<file path="src/rtl/fft_addr_gen_pkg.sv">
// Shared definitions for the radix-2 DIT FFT address sequencer.
// State encodings and default geometry/latency live here so every file agrees on them.
package fft_addr_gen_pkg;

  typedef enum logic [1:0] {
    ST_IDLE  = 2'd0,
    ST_READ  = 2'd1,
    ST_DRAIN = 2'd2,
    ST_DONE  = 2'd3
  } state_e;

  // Read-to-write latency: twiddle table, RAM read and butterfly arithmetic.
  localparam int TWIDDLE_LAT  = 4;
  localparam int RAM_RD_LAT   = 1;
  localparam int BFLY_LAT     = 2;
  localparam int PIPE_LAT_DEF = TWIDDLE_LAT + RAM_RD_LAT + BFLY_LAT;

  localparam int BW_FFTP_DEF = 4;

endpackage

</file>
<file path="src/rtl/fft_addr_gen_if.sv">
// Bus between the FFT address sequencer (master) and the RAM/twiddle/butterfly datapath (slave).
interface fft_addr_gen_if #(
  parameter int bw_fftp = 4
);
  // RdEn qualifies RdAddrA/RdAddrB/Theta and WrEn qualifies WrAddrA/WrAddrB in the same
  // cycle; there is no ready/backpressure, the global ClockEn is the only stall.
  logic               Start;
  logic               Busy;
  logic               Done;
  logic [bw_fftp-1:0] Stage;
  logic               RdEn;
  logic [bw_fftp-1:0] RdAddrA;
  logic [bw_fftp-1:0] RdAddrB;
  logic [bw_fftp-1:0] Theta;
  logic               WrEn;
  logic [bw_fftp-1:0] WrAddrA;
  logic [bw_fftp-1:0] WrAddrB;

  modport master (
    input  Start,
    output Busy, Done, Stage, RdEn, RdAddrA, RdAddrB, Theta, WrEn, WrAddrA, WrAddrB
  );

  modport slave (
    output Start,
    input  Busy, Done, Stage, RdEn, RdAddrA, RdAddrB, Theta, WrEn, WrAddrA, WrAddrB
  );

endinterface

</file>
<file path="src/rtl/fft_addr_gen_delay.sv">
// Enabled shift-register delay line (DelayUnit): dout is din from 'delay' enabled cycles ago.
module fft_addr_gen_delay #(
  parameter int w_data = 9,
  parameter int delay  = 7
) (
  input  logic              Clock,
  input  logic              Reset,
  input  logic              ClockEn,
  input  logic [w_data-1:0] din,
  output logic [w_data-1:0] dout
);

  logic [delay-1:0][w_data-1:0] line_q;
  logic [delay-1:0][w_data-1:0] line_d;

  always_comb begin
    line_d    = line_q;
    line_d[0] = din;
    for (int i = 1; i < delay; i++) begin
      line_d[i] = line_q[i-1];
    end
  end

  always_ff @(posedge Clock or posedge Reset) begin
    if (Reset) begin
      line_q <= '0;
    end else if (ClockEn) begin
      line_q <= line_d;
    end
  end

  assign dout = line_q[delay-1];

endmodule

</file>
<file path="src/rtl/fft_addr_gen.sv">
// In-place radix-2 DIT FFT sequencer: butterfly read addresses, twiddle index and delayed
// write-back addresses, stalling at each stage boundary until the butterfly pipeline drains.
module fft_addr_gen
  import fft_addr_gen_pkg::*;
#(
  parameter int bw_fftp  = BW_FFTP_DEF,
  parameter int pipe_lat = PIPE_LAT_DEF
) (
  input  logic           Clock,
  input  logic           Reset,
  input  logic           ClockEn,
  fft_addr_gen_if.master bus,
  output state_e         dbg_state
);

  localparam int JW = bw_fftp - 1;
  localparam int DW = (pipe_lat > 1) ? $clog2(pipe_lat) : 1;
  localparam int WD = 2 * bw_fftp + 1;
  localparam logic [JW-1:0]      J_LAST     = '1;
  localparam logic [bw_fftp-1:0] S_LAST     = bw_fftp'(bw_fftp - 1);
  localparam logic [DW-1:0]      DRAIN_LOAD = DW'(pipe_lat - 1);

  state_e             state_q, state_d;
  logic [JW-1:0]      j_q, j_d;
  logic [bw_fftp-1:0] s_q, s_d;
  logic [DW-1:0]      drain_q, drain_d;

  logic               rd_en_q, rd_en_d;
  logic               busy_q, busy_d;
  logic               done_q, done_d;
  logic [bw_fftp-1:0] stage_q, stage_d;
  logic [bw_fftp-1:0] rd_addr_a_q, rd_addr_a_d;
  logic [bw_fftp-1:0] rd_addr_b_q, rd_addr_b_d;
  logic [bw_fftp-1:0] theta_q, theta_d;

  logic [bw_fftp-1:0] jx, h, k, grp, addr_a, addr_b, theta;
  logic [WD-1:0]      wr_bus;

  always_comb begin
    state_d = state_q;
    j_d     = j_q;
    s_d     = s_q;
    drain_d = drain_q;
    case (state_q)
      ST_IDLE: begin
        if (bus.Start) begin
          state_d = ST_READ;
          j_d     = '0;
          s_d     = '0;
        end
      end
      ST_READ: begin
        if (j_q == J_LAST) begin
          state_d = ST_DRAIN;
          drain_d = DRAIN_LOAD;
        end else begin
          j_d = j_q + 1'b1;
        end
      end
      ST_DRAIN: begin
        // The last write-back of the stage lands in the cycle the counter reads 0.
        if (drain_q == '0) begin
          if (s_q != S_LAST) begin
            state_d = ST_READ;
            s_d     = s_q + 1'b1;
            j_d     = '0;
          end else begin
            state_d = ST_DONE;
          end
        end else begin
          drain_d = drain_q - 1'b1;
        end
      end
      ST_DONE: state_d = ST_IDLE;
      default: state_d = ST_IDLE;
    endcase
  end

  // Butterfly j of stage s pairs A and A + 2**s; outputs are computed from next state so
  // they appear registered in the same cycle the FSM enters READ.
  always_comb begin
    jx     = {1'b0, j_d};
    h      = bw_fftp'(1) << s_d;
    k      = jx & (h - bw_fftp'(1));
    grp    = jx >> s_d;
    addr_a = (grp << (s_d + bw_fftp'(1))) | k;
    addr_b = addr_a | h;
    theta  = k << (S_LAST - s_d);
  end

  always_comb begin
    rd_en_d     = (state_d == ST_READ);
    busy_d      = (state_d == ST_READ) || (state_d == ST_DRAIN);
    done_d      = (state_d == ST_DONE);
    stage_d     = s_d;
    rd_addr_a_d = rd_addr_a_q;
    rd_addr_b_d = rd_addr_b_q;
    theta_d     = theta_q;
    if (state_d == ST_READ) begin
      rd_addr_a_d = addr_a;
      rd_addr_b_d = addr_b;
      theta_d     = theta;
    end
  end

  always_ff @(posedge Clock or posedge Reset) begin
    if (Reset) begin
      state_q     <= ST_IDLE;
      j_q         <= '0;
      s_q         <= '0;
      drain_q     <= '0;
      rd_en_q     <= 1'b0;
      busy_q      <= 1'b0;
      done_q      <= 1'b0;
      stage_q     <= '0;
      rd_addr_a_q <= '0;
      rd_addr_b_q <= '0;
      theta_q     <= '0;
    end else if (ClockEn) begin
      state_q     <= state_d;
      j_q         <= j_d;
      s_q         <= s_d;
      drain_q     <= drain_d;
      rd_en_q     <= rd_en_d;
      busy_q      <= busy_d;
      done_q      <= done_d;
      stage_q     <= stage_d;
      rd_addr_a_q <= rd_addr_a_d;
      rd_addr_b_q <= rd_addr_b_d;
      theta_q     <= theta_d;
    end
  end

  fft_addr_gen_delay #(
    .w_data (WD),
    .delay  (pipe_lat)
  ) u_delay (
    .Clock   (Clock),
    .Reset   (Reset),
    .ClockEn (ClockEn),
    .din     ({rd_en_q, rd_addr_a_q, rd_addr_b_q}),
    .dout    (wr_bus)
  );

  assign bus.Busy    = busy_q;
  assign bus.Done    = done_q;
  assign bus.Stage   = stage_q;
  assign bus.RdEn    = rd_en_q;
  assign bus.RdAddrA = rd_addr_a_q;
  assign bus.RdAddrB = rd_addr_b_q;
  assign bus.Theta   = theta_q;
  assign bus.WrEn    = wr_bus[WD-1];
  assign bus.WrAddrA = wr_bus[WD-2 -: bw_fftp];
  assign bus.WrAddrB = wr_bus[bw_fftp-1:0];
  assign dbg_state   = state_q;

endmodule

</file>
<file path="src/flat_wrapper.sv">
// flat-port wrapper written by rule: the top's interface ports become plain ports
module fft_addr_gen_flat import fft_addr_gen_pkg::*;
#(
  parameter int bw_fftp  = BW_FFTP_DEF,
  parameter int pipe_lat = PIPE_LAT_DEF
)
  (Clock, Reset, ClockEn, dbg_state, bus_Start, bus_Busy, bus_Done, bus_Stage, bus_RdEn, bus_RdAddrA, bus_RdAddrB, bus_Theta, bus_WrEn, bus_WrAddrA, bus_WrAddrB);
  fft_addr_gen_if #(.bw_fftp(bw_fftp)) bus_i ();
  input  logic Clock;
  input  logic Reset;
  input  logic ClockEn;
  output state_e dbg_state;
  input wire logic [$bits(bus_i.Start)-1:0] bus_Start;
  output wire logic [$bits(bus_i.Busy)-1:0] bus_Busy;
  output wire logic [$bits(bus_i.Done)-1:0] bus_Done;
  output wire logic [$bits(bus_i.Stage)-1:0] bus_Stage;
  output wire logic [$bits(bus_i.RdEn)-1:0] bus_RdEn;
  output wire logic [$bits(bus_i.RdAddrA)-1:0] bus_RdAddrA;
  output wire logic [$bits(bus_i.RdAddrB)-1:0] bus_RdAddrB;
  output wire logic [$bits(bus_i.Theta)-1:0] bus_Theta;
  output wire logic [$bits(bus_i.WrEn)-1:0] bus_WrEn;
  output wire logic [$bits(bus_i.WrAddrA)-1:0] bus_WrAddrA;
  output wire logic [$bits(bus_i.WrAddrB)-1:0] bus_WrAddrB;
  assign bus_i.Start = bus_Start;
  assign bus_Busy = bus_i.Busy;
  assign bus_Done = bus_i.Done;
  assign bus_Stage = bus_i.Stage;
  assign bus_RdEn = bus_i.RdEn;
  assign bus_RdAddrA = bus_i.RdAddrA;
  assign bus_RdAddrB = bus_i.RdAddrB;
  assign bus_Theta = bus_i.Theta;
  assign bus_WrEn = bus_i.WrEn;
  assign bus_WrAddrA = bus_i.WrAddrA;
  assign bus_WrAddrB = bus_i.WrAddrB;
  fft_addr_gen #(.bw_fftp(bw_fftp), .pipe_lat(pipe_lat)) u_core (.Clock(Clock), .Reset(Reset), .ClockEn(ClockEn), .bus(bus_i), .dbg_state(dbg_state));
endmodule
</file>
<file path="config.mk">
export PLATFORM = sky130hd
export DESIGN_NAME = fft_addr_gen_flat
export DESIGN_NICKNAME = d
export VERILOG_FILES = /design/src/rtl/fft_addr_gen_pkg.sv /design/src/rtl/fft_addr_gen_if.sv /design/src/rtl/fft_addr_gen_delay.sv /design/src/rtl/fft_addr_gen.sv /design/src/flat_wrapper.sv
export SDC_FILE = /design/constraint.sdc
export NUM_CORES = 1
export LEC_CHECK = 0
export ABC_AREA = 1
export CORE_ASPECT_RATIO = 1.2
export CORE_MARGIN = 3
export CORE_UTILIZATION = 40
export CTS_CLUSTER_SIZE = 12
export DETAILED_ROUTE_END_ITERATION = 10
export PLACE_DENSITY_LB_ADDON = 0.3
export SETUP_SLACK_MARGIN = 0.5
export SYNTH_ARGS = -nofsm -noshare
export SYNTH_HDL_FRONTEND = slang
export SYNTH_SLANG_ARGS = --single-unit
</file>
<file path="constraint.sdc">
create_clock -name Clock -period 4.7 [get_ports Clock]
set_input_delay 0.705 -clock Clock [delete_from_list [all_inputs] [get_ports Clock]]
set_output_delay 0.705 -clock Clock [all_outputs]
set_load 0.01 [all_outputs]
</file>
==> impl_metrics.ini <==
[status]
outcome = completed

[detailed_routing]
vias = 3191
post-route-drc-count = 0
firstDrtPassIters = 4
postRouteAntennaNets = 0
drt_iter0_markers = 214
routedWlPerCell_um = 12.2
routed_wl_um = 8070
viasPerCell = 4.83

[clocking]
cts.clk_slew.worst_paths_ns = 0.07
clockBufferDepth = 2
clock-sinks = 90
clock_latency_ns = 0.34
cts_tree = built
cts_setup_buffers = 0
ctsHoldBuffers = 0
cts_resized = 0
cts_max_level = 3
cts_buffers = 9
cts-root-buf = clkbuf_16

[pwr]
power.leakage_uw = 0.00232
switching_share_pct = 32.7
power_frac_seq_pct = 45.2
combPwrFrac_pct = 25.5
finalPower_uw = 2380
p_clk_share_pct = 29.3
powerDensity_nw_per_um2 = 487
p_int_uw = 1600
ir_worst_vdd_uv = 233
switchingPower_uw = 779

[sta]
hold_viol_final = 0
slew_headroom_pct = 25.1
worst_pin_slew_ns = 1.12
setup_viol = 0
fin_crit_sh_pct = 60.0
fmax_mhz = 355
fin_tns_setup_ns = 0
post-route-min-period_ns = 2.82
fin_worst_skew_ns = 0.00577
maxSlewViolCount = 0
whs_ns = 0.472
grt_setup_unrepaired = false

[hold_path]
hp-start = u_core.u_delay.line_d[12]
min_delay_path_depth = 2
min_path_type = flop to flop
min_to = u_core.u_delay.line_d[12]

[die]
initial_core_util_pct = 41.6
placementRows = 40
design.core.area_um2 = 10200
fp.dieArea_um2 = 11800
die_w_um = 99.8
pin_count = 34
die_h_um = 119

[synthesis]
synth_seq_cells = 90
synthCells = 509
syn_nets = 525
ys_warn_count = 0
synth_edf_count = 0
synth_area_um2 = 4220
synthFlopType = dfrtp_1
seq_area_frac_synth_pct = 53.3
ys_async_sr_fraction_pct = 100
synth_cell_type_count = 32
syn_area_per_cell_um2 = 8.30

[critical_path]
crit_type = flop to flop
worstSetupStartpointType = flop
critical_path_required_ns = 4.95
regToRegStartpoint = u_core.dbg_state[0]
worst-r2r-cell-count = 14
reg2reg_to = u_core.bus.RdAddrB[2]
critPathArrivalTime_ns = 3.07
cp_max_fo = 11
critical_path.endpoint_type = flop
rrSetupSlack_ns = 1.88

[final_layout]
nets = 545
multi_input_area_um2 = 1590
area_growth_pct = 15.8
utilization_pct = 48.1
layout-drive-gt1-share_pct = 8.99
antenna_cells = 0
nFillCells = 1016
register_area_um2 = 2250

[grt]
grt_first_pass_wirelength_um = 14400
track_usage_pct = 15.0
grt_pass1_vias = 3070
grt_max_degree = 79
grt_overflow = 0
antenna_found_initial = 0

[place]
io_buffers = 33
dp_hpwl_um = 5380
gp_congestion = 0.799

[flow_run]
maxCapViolations = 0
==> logic make-up after synthesis <==
group           synth area share [%]
compound gates                  11.6
xor+xnor                       0.415
fa+ha+maj                       3.55
buf+inv                         9.06
flops                           53.3
simple gates                    22.1
==> area by class of cell <==
class                      count  area share [%]
clock buffer                   9            4.60
timing repair buffer          35            6.96
clock inverter                 7            1.46
sequential                    90            46.0
multi-input combinational    326            32.5
tap                          126            3.22
inverter                      67            5.22
==> cells in the final DEF (no fill, tap or decap), types with 2 or more instances in the layout <==
cell type        count
a22oi_1              4
a21oi_1              5
inv_1               54
a21oi_2              3
o21ai_1              4
clkinvlp_4           2
dfrtp_1             90
a31oi_1              2
inv_2               10
o21ai_0             70
inv_8                2
clkbuf_16            9
nor2_2               2
nand2_2              5
ha_1                12
nor2_1              24
or2_2                4
nand3_1             18
clkdlybuf4s50_1     32
nand2_1            154
buf_4                2
nand4_1             10
==> sequential cells by signal, indices dropped and copies added, names as in the netlist <==
signal and cells:
u_core.bus.Busy 1, u_core.j_q 3, u_core.bus.RdAddrA 4, u_core.u_delay.dout 9, u_core.dbg_state 2, u_core.bus.Theta 4, u_core.drain_q 3, u_core.bus.Done 1
u_core.bus.RdEn 1, u_core.s_q 4, u_core.u_delay.line_d 54, u_core.bus.RdAddrB 4
==> through the flow <==
step | std cells | worst slack [ns] | instance area [um2]
floorplan | 509 | 1.66 | 4220
global placement | 644 | 1.72 | 4590
detailed placement | 644 | 1.67 | 4590
CTS | 660 | 1.87 | 4890
global route | 660 | 1.56 | 4890
finish | 660 | 1.88 | 4890
==> worst max path at each step <==
| stage | from | endpoint | slack (ns) | cells after the start |
|---|---|---|---|---|
| after floorplan | Reset | u_core.bus.Busy | 1.66 | 1 |
| final | u_core.dbg_state[0] | u_core.bus.RdAddrB[2] | 1.88 | 14 |
| after detailed placement | bus_Start | u_core.bus.Theta[1] | 1.67 | 13 |
| after global placement | bus_Start | u_core.bus.Theta[3] | 1.72 | 14 |
| after global routing | u_core.dbg_state[1] | u_core.bus.Theta[3] | 1.56 | 16 |
| after CTS | u_core.dbg_state[0] | u_core.bus.RdAddrB[2] | 1.87 | 14 |
==> power by group through the flow <==
| stage | Combinational [uW] | Clock, uW | Sequential, uW |
|---|---|---|---|
| 2_1_floorplan | 429 | 0 | 1080 |
| 3_3_place_gp | 603 | 0 | 1090 |
| 3_5_place_dp | 614 | 0 | 1090 |
| 4_1_cts | 619 | 722 | 1080 |
| 5_1_grt | 714 | 754 | 1110 |
| 6_report | 608 | 698 | 1080 |
==> synthesized netlist by cell type, types with 2 or more instances <==
library cell | instances | area [um2]
a31oi_1 | 2 | 12.5
nor2_2 | 2 | 12.5
o21ai_1 | 4 | 20.0
nand4_1 | 10 | 62.6
buf_4 | 8 | 60.1
dfrtp_1 | 90 | 2250
inv_2 | 9 | 33.8
inv_1 | 55 | 206
nand2_2 | 5 | 31.3
or2_2 | 4 | 25.0
clkbuf_1 | 14 | 52.6
a22oi_1 | 4 | 30.0
ha_1 | 12 | 150
clkinv_1 | 2 | 7.51
o21ai_0 | 70 | 350
nand2_1 | 154 | 578
nand3_1 | 18 | 90.1
nor2_1 | 24 | 90.1
a21oi_2 | 3 | 26.3
buf_1 | 3 | 11.3
a21oi_1 | 5 | 25.0
==> worst max-delay path, cell delays in order (launching register included) <==
cell and delay [ns]:
dfrtp_1 0.44, inv_1 0.14, ha_1 0.32, inv_2 0.11, nor2_2 0.15, inv_2 0.08
a32oi_1 0.33, ha_1 0.22, nand2_1 0.24, inv_1 0.33, nand2_1 0.11, inv_2 0.07
nand3_1 0.08, nand2_1 0.07, inv_1 0.03
==> routing by layer <==
metal	global-route usage [%]	wire length (um)	vias to the layer above
met5	0	0	-
met4	6.66	135	0
met3	3.13	265	10
met2	22.3	3650	53
met1	21.0	4020	1484
li1	-	-	1644
Note: power is estimated with default switching activity, not from simulation.
==> patch 1, RTL diff (config.mk and constraints unchanged) <==
Set the package constant `TWIDDLE_LAT` to 8 (it was 4).
--- a/src/rtl/fft_addr_gen_pkg.sv
+++ b/src/rtl/fft_addr_gen_pkg.sv
@@ -11,5 +11,5 @@
 
   // Read-to-write latency: twiddle table, RAM read and butterfly arithmetic.
-  localparam int TWIDDLE_LAT  = 4;
+  localparam int TWIDDLE_LAT  = 8;
   localparam int RAM_RD_LAT   = 1;
   localparam int BFLY_LAT     = 2;
Function: changed (Yosys sat finds a counterexample within 10 cycles, from zero or initial values and one cycle with Reset high).
==> patch 1 against the original RTL <==
Die area is 33% higher; synthesized cell count is 26% higher; synthesized area is 36% higher; first-iteration DRC count is 27% higher; setup slack worse by 0.016 ns; routed wire length is 29% higher; combinational power is 13% higher; non-clock buffer count is 1 higher; via count is 28% higher; worst hold slack worse by 0.0060 ns; power is 47% higher; sequential cell count is 37 higher; design area is 38% higher; maximum frequency is 0.56% lower; critical path type unchanged; largest power group unchanged.
==> patch 1: results (changes against the original RTL) <==
| Metric | Value |
|---|---|
| Worst Hold Depth | 2 (unchanged) |
| IO Port Bufs | 33 (unchanged) |
| Pwr dens | 519 nW/µm² (+6.6%) |
| VDD IR-drop max | 0.279 mV (+20%) |
| Clock Path Buffers | 2 (unchanged) |
| Flop2flop setup slack | 1.86 ns (-0.02 ns) |
| Final WL | 10400 µm (+29%) |
| CP Capture Point | u_core.bus.RdAddrB[3] |
| Post-synth ARST share | 100% (unchanged) |
| Fill count | 1283 (+26%) |
| Clock transition at path regs | 0.05 ns (-0.02 ns) |
| H-tree Lvls | 4 (+1) |
| Vias in the first global route | 4023 (+31%) |
| WHS Endpoint | u_core.u_delay.line_d[81] |
| Cells on worst reg2reg path | 13 (-1) |
| Hpwl dp | 6740 µm (+25%) |
| Final RePlAce weighted congestion | 0.829 (+3.8%) |
| Post-CTS setup buffers | 0 (unchanged) |
| Top delay family on crit path | adder cells |
| Static leakage | 3.17 nW (+36%) |
| Largest net degree at the start of global routing | 100 (+27%) |
| Register area share after synthesis | 55.5% (+2.2 points) |
| Yosys cell types | 38 (+19%) |
| DR iter-0 viols | 272 (+27%) |
| Synth warn | 0 (unchanged) |
| CP max FO | 10 (-1) |
| DP Area | 6140 µm² (+34%) |
| Worst slew pin tran | 1.04 ns (-0.0870 ns) |
| Crit. Startpoint | u_core.dbg_state[0] |
| Share of post-route cells with drive strength above 1 | 12.0% (+3.0 points) |
| Root Buffer | clkbuf_16 |
| Worst-skew pair later-pin latency | 0.41 ns (+0.07 ns) |
| Outcome | finished, final reports clean |
| CP peak stage delay | 0.45 ns |
| Antenna violations before repair | 0 (unchanged) |
| Via density | 4.82 (-0.23%) |
| Global-route wire length before repair | 18300 µm (+27%) |
| Antenna cell count | 0 (unchanged) |
| TritonRoute pass-1 iters | 4 (unchanged) |
| CTS-repair resized insts | 0 (unchanged) |
| Peak Freq | 353 MHz (-0.56%) |
| Number of flip-flops in the largest register | 90 (+67%) |
| Worst Skew | 0.00657 ns (+0.000804 ns) |
| CTS Buf Count | 17 (+8) |
| Ranking of synthesized cells by area | dfrtp_1, nand2_1, o21ai_0 |
| Most used DFF post-synth | dfrtp_1 |
| Crit path DAT | 3.14 ns (+0.07 ns) |
| NumNets Final | 681 (+25%) |
| Syn nets | 659 (+26%) |
| Commonest cells in the synthesized netlist | nand2_1, dfrtp_1, o21ai_0 |
| Slowest CP cell | dfrtp_1 |
| Pre-CTS setup slack | 1.71 ns (+0.0373 ns) |
| GR Util All Layers | 14.6% (-0.45 points) |
| Hold Crit Class | flop to flop |
| Hold path start | u_core.u_delay.line_d[81] |
==> patch 1: logic make-up after synthesis <==
logic type | Yosys count | share of synthesized area [%]
AOI/OAI and AO/OA | 133 | 12.7
and+or+nand+nor | 249 | 20.1
adders and majority gates | 12 | 2.62
DFF | 127 | 55.5
buffers and inverters | 119 | 8.50
xor gates and xnor gates | 3 | 0.590
==> patch 1: worst reg2reg max path, cell delays in order (launching register included) <==
cell	delay (ns)
dfrtp_1	0.45
inv_1	0.14
ha_1	0.42
inv_2	0.14
nor2_4	0.16
nand2_1	0.11
o21ai_4	0.36
ha_1	0.28
xor2_2	0.19
nor2_1	0.10
a31oi_1	0.19
nand3_1	0.10
nand2_1	0.06
inv_1	0.03
==> patch 1: cell type report <==
type	count	share of cell area (%)
timing repair buffer	36	5.34
clock buffer	23	6.94
inverter	86	4.86
multi-input combinational	397	30.6
tap	171	3.17
sequential	127	47.1
clock inverter	6	1.98
==> patch 1: through the flow <==
stage | hold WS [ns] | std cells
3_5_place_dp | 0.458 | 817
3_3_place_gp | 0.455 | 817
2_1_floorplan | 0.442 | 643
5_1_grt | 0.490 | 846
4_1_cts | 0.472 | 846
6_report | 0.466 | 846
==> patch 1: routing by layer <==
layer  up-vias  share of wire (%)  global-route usage, %
li1       2057                  -                      -
met1      1942                 47                   19.0
met2        65                 48                   21.6
met3        17                3.0                   4.02
met4         0                2.5                   8.74
met5         -                  0                      0
==> patch 1: power breakdown <==
| group | total [mW] | switching, mW | leakage [nW] | internal [mW] |
|---|---|---|---|---|
| sequential | 1.48 | 0.129 | 1.64 | 1.35 |
| clock | 1.34 | 0.433 | 0.293 | 0.906 |
| combinational | 0.689 | 0.401 | 1.23 | 0.288 |
==> patch 2, RTL diff (config.mk and constraints unchanged) <==
Made on the original files. Put one more register stage on the output `dbg_state`, without a reset. The value now appears one clock later. The other outputs are not delayed to match.
--- a/src/rtl/fft_addr_gen.sv
+++ b/src/rtl/fft_addr_gen.sv
@@ -153,5 +153,7 @@
   assign bus.WrAddrA = wr_bus[WD-2 -: bw_fftp];
   assign bus.WrAddrB = wr_bus[bw_fftp-1:0];
-  assign dbg_state   = state_q;
+  always_ff @(posedge Clock) begin
+    dbg_state <= state_q;
+  end
 
 endmodule
Function: changed (Yosys sat finds a counterexample within 4 cycles, from zero or initial values and one cycle with Reset high).
==> patch 2 against the original RTL <==
Clock skew barely moved; power rose by 2.8%; core utilization rose by 0.18 points; largest cell class unchanged; setup slack got worse by 0.14 ns; synthesized area rose by 1.6%; first-iteration DRC count fell by 28%; routed wire length rose by 3.4%; clock power rose by 5.6%; largest power group unchanged; sequential cell count rose by 2; design area rose by 1.4%.
==> patch 2: results (changes against the original RTL) <==
| Metric | Value |
|---|---|
| Outcome | finished, final reports clean |
| GR Util All Layers | 15.3% (+0.27 points) |
| WL/cell | 12.7 µm (+3.5%) |
| Post-CTS setup buffers | 0 (unchanged) |
| Ranking of synthesized cells by area | dfrtp_1, nand2_1, o21ai_0 |
| Static leakage | 2.37 nW (+2.1%) |
| Commonest cells in the synthesized netlist | nand2_1, dfrtp_1, o21ai_0 |
| DR iter-0 viols | 154 (-28%) |
| Hold Crit Class | flop to flop |
| Worst Skew | 0.00552 ns (-0.000246 ns) |
| Via density | 4.87 (+0.81%) |
| Vias in the first global route | 3093 (+0.75%) |
| Top delay family on crit path | simple AND/OR/NAND/NOR gates |
| Reg-to-Reg End | u_core.bus.Theta[2] |
| TritonRoute pass-1 iters | 5 (+1) |
| Hpwl dp | 5530 µm (+2.8%) |
| Most used DFF post-synth | dfrtp_1 |
| Syn nets | 525 (unchanged) |
| Grt total ovfl | 0 (unchanged) |
| Slowest CP cell | dfrtp_1 |
| Hold path start | u_core.state_q[0] |
| Global-route wire length before repair | 14700 µm (+2.4%) |
| Worst slew pin tran | 1.12 ns (-0.00216 ns) |
| Hold Vio Cnt, Final | 0 (unchanged) |
| Flop2flop setup slack | 1.74 ns (-0.14 ns) |
| VDD IR-drop max | 0.256 mV (+10%) |
| Reg2reg start | u_core.state_q[1] |
| NumNets Final | 544 (-0.18%) |
| Cells on worst reg2reg path | 17 (+3) |
| Clock transition at path regs | 0.06 ns |
| WHS | 0.473 ns (+0.00106 ns) |
| Crit path DAT | 3.24 ns (+0.17 ns) |
| Share of post-route cells with drive strength above 1 | 9.94% (+0.95 points) |
| CP peak stage delay | 0.49 ns (+0.05 ns) |
| H-tree Lvls | 3 (unchanged) |
| WHS Endpoint | u_core.dbg_state[0] |
| Final RePlAce weighted congestion | 0.827 (+3.5%) |
| Largest net degree at the start of global routing | 78 (-1.3%) |
| Max_cap viols | 0 (unchanged) |
| IO Port Bufs | 33 (unchanged) |
| Worst Hold Depth | 0 (-2) |
| Post-synth ARST share | 97.8% (-2.2 points) |
| Register area share after synthesis | 53.4% (+0.078 points) |
| Fill count | 989 (-2.7%) |
-- patch 2: cell count changes in the layout (fill, tap and decap cells not counted), moves of 2 or more --
cell / change
nand2_2: +3
nand3_1: -2
inv_8: -2
nor2_2: +3
dfxtp_1: +2
nor2_1: -6
-- patch 2: worst max path at each step --
stage | end | depth (start not counted)
2_1_floorplan | u_core.bus.Busy | 1
3_3_place_gp | u_core.bus.Theta[2] | 16
3_5_place_dp | u_core.bus.Theta[2] | 16
4_1_cts | u_core.bus.Theta[2] | 16
5_1_grt | u_core.bus.Theta[2] | 17
6_report | u_core.bus.Theta[2] | 17
-- patch 2: stage by stage --
stage / std cells / setup WS (ns) / cell area [µm²]
6_report: 659 / 1.74 / 4960
5_1_grt: 659 / 1.44 / 4960
4_1_cts: 659 / 1.75 / 4960
3_5_place_dp: 643 / 1.49 / 4650
3_3_place_gp: 643 / 1.57 / 4650
2_1_floorplan: 509 / 1.66 / 4290
-- patch 2: routing by layer --
layer / track usage [%] / vias to the layer above / routed length, µm
met4: 6.91 / 0 / 181
li1: - / 1644 / -
met5: 0 / - / 0
met1: 21.4 / 1489 / 4180
met3: 2.75 / 13 / 312
met2: 23.0 / 66 / 3670
-- patch 2: power breakdown --
| group | total (mW) | switching [mW] | internal, mW | leakage, nW |
|---|---|---|---|---|
| clock | 0.737 | 0.306 | 0.430 | 0.149 |
| sequential | 1.10 | 0.109 | 0.993 | 1.15 |
| combinational | 0.611 | 0.350 | 0.261 | 1.06 |
| total | 2.45 | 0.766 | 1.68 | 2.37 |
-- patch 2: kinds of logic (layout without fill, tap and decap cells) --
group / Yosys count / count (layout) / synth area share (%)
compound gates: 92 / 92 / 11.7
fa+ha+maj: 12 / 12 / 3.50
xor+xnor: 2 / 2 / 0.408
buf+inv: 92 / 116 / 9.01
flops: 92 / 92 / 53.4
simple gates: 219 / 219 / 22.0
-- patch 2: area by class of cell --
class                      count  area [µm²]  share of cell area, %
clock buffer                  10         239                   4.82
clock inverter                 6        68.8                   1.39
inverter                      65         245                   4.95
multi-input combinational    325        1610                   32.6
sequential                    92        2290                   46.2
tap                          126         158                   3.18
timing repair buffer          35         340                   6.87
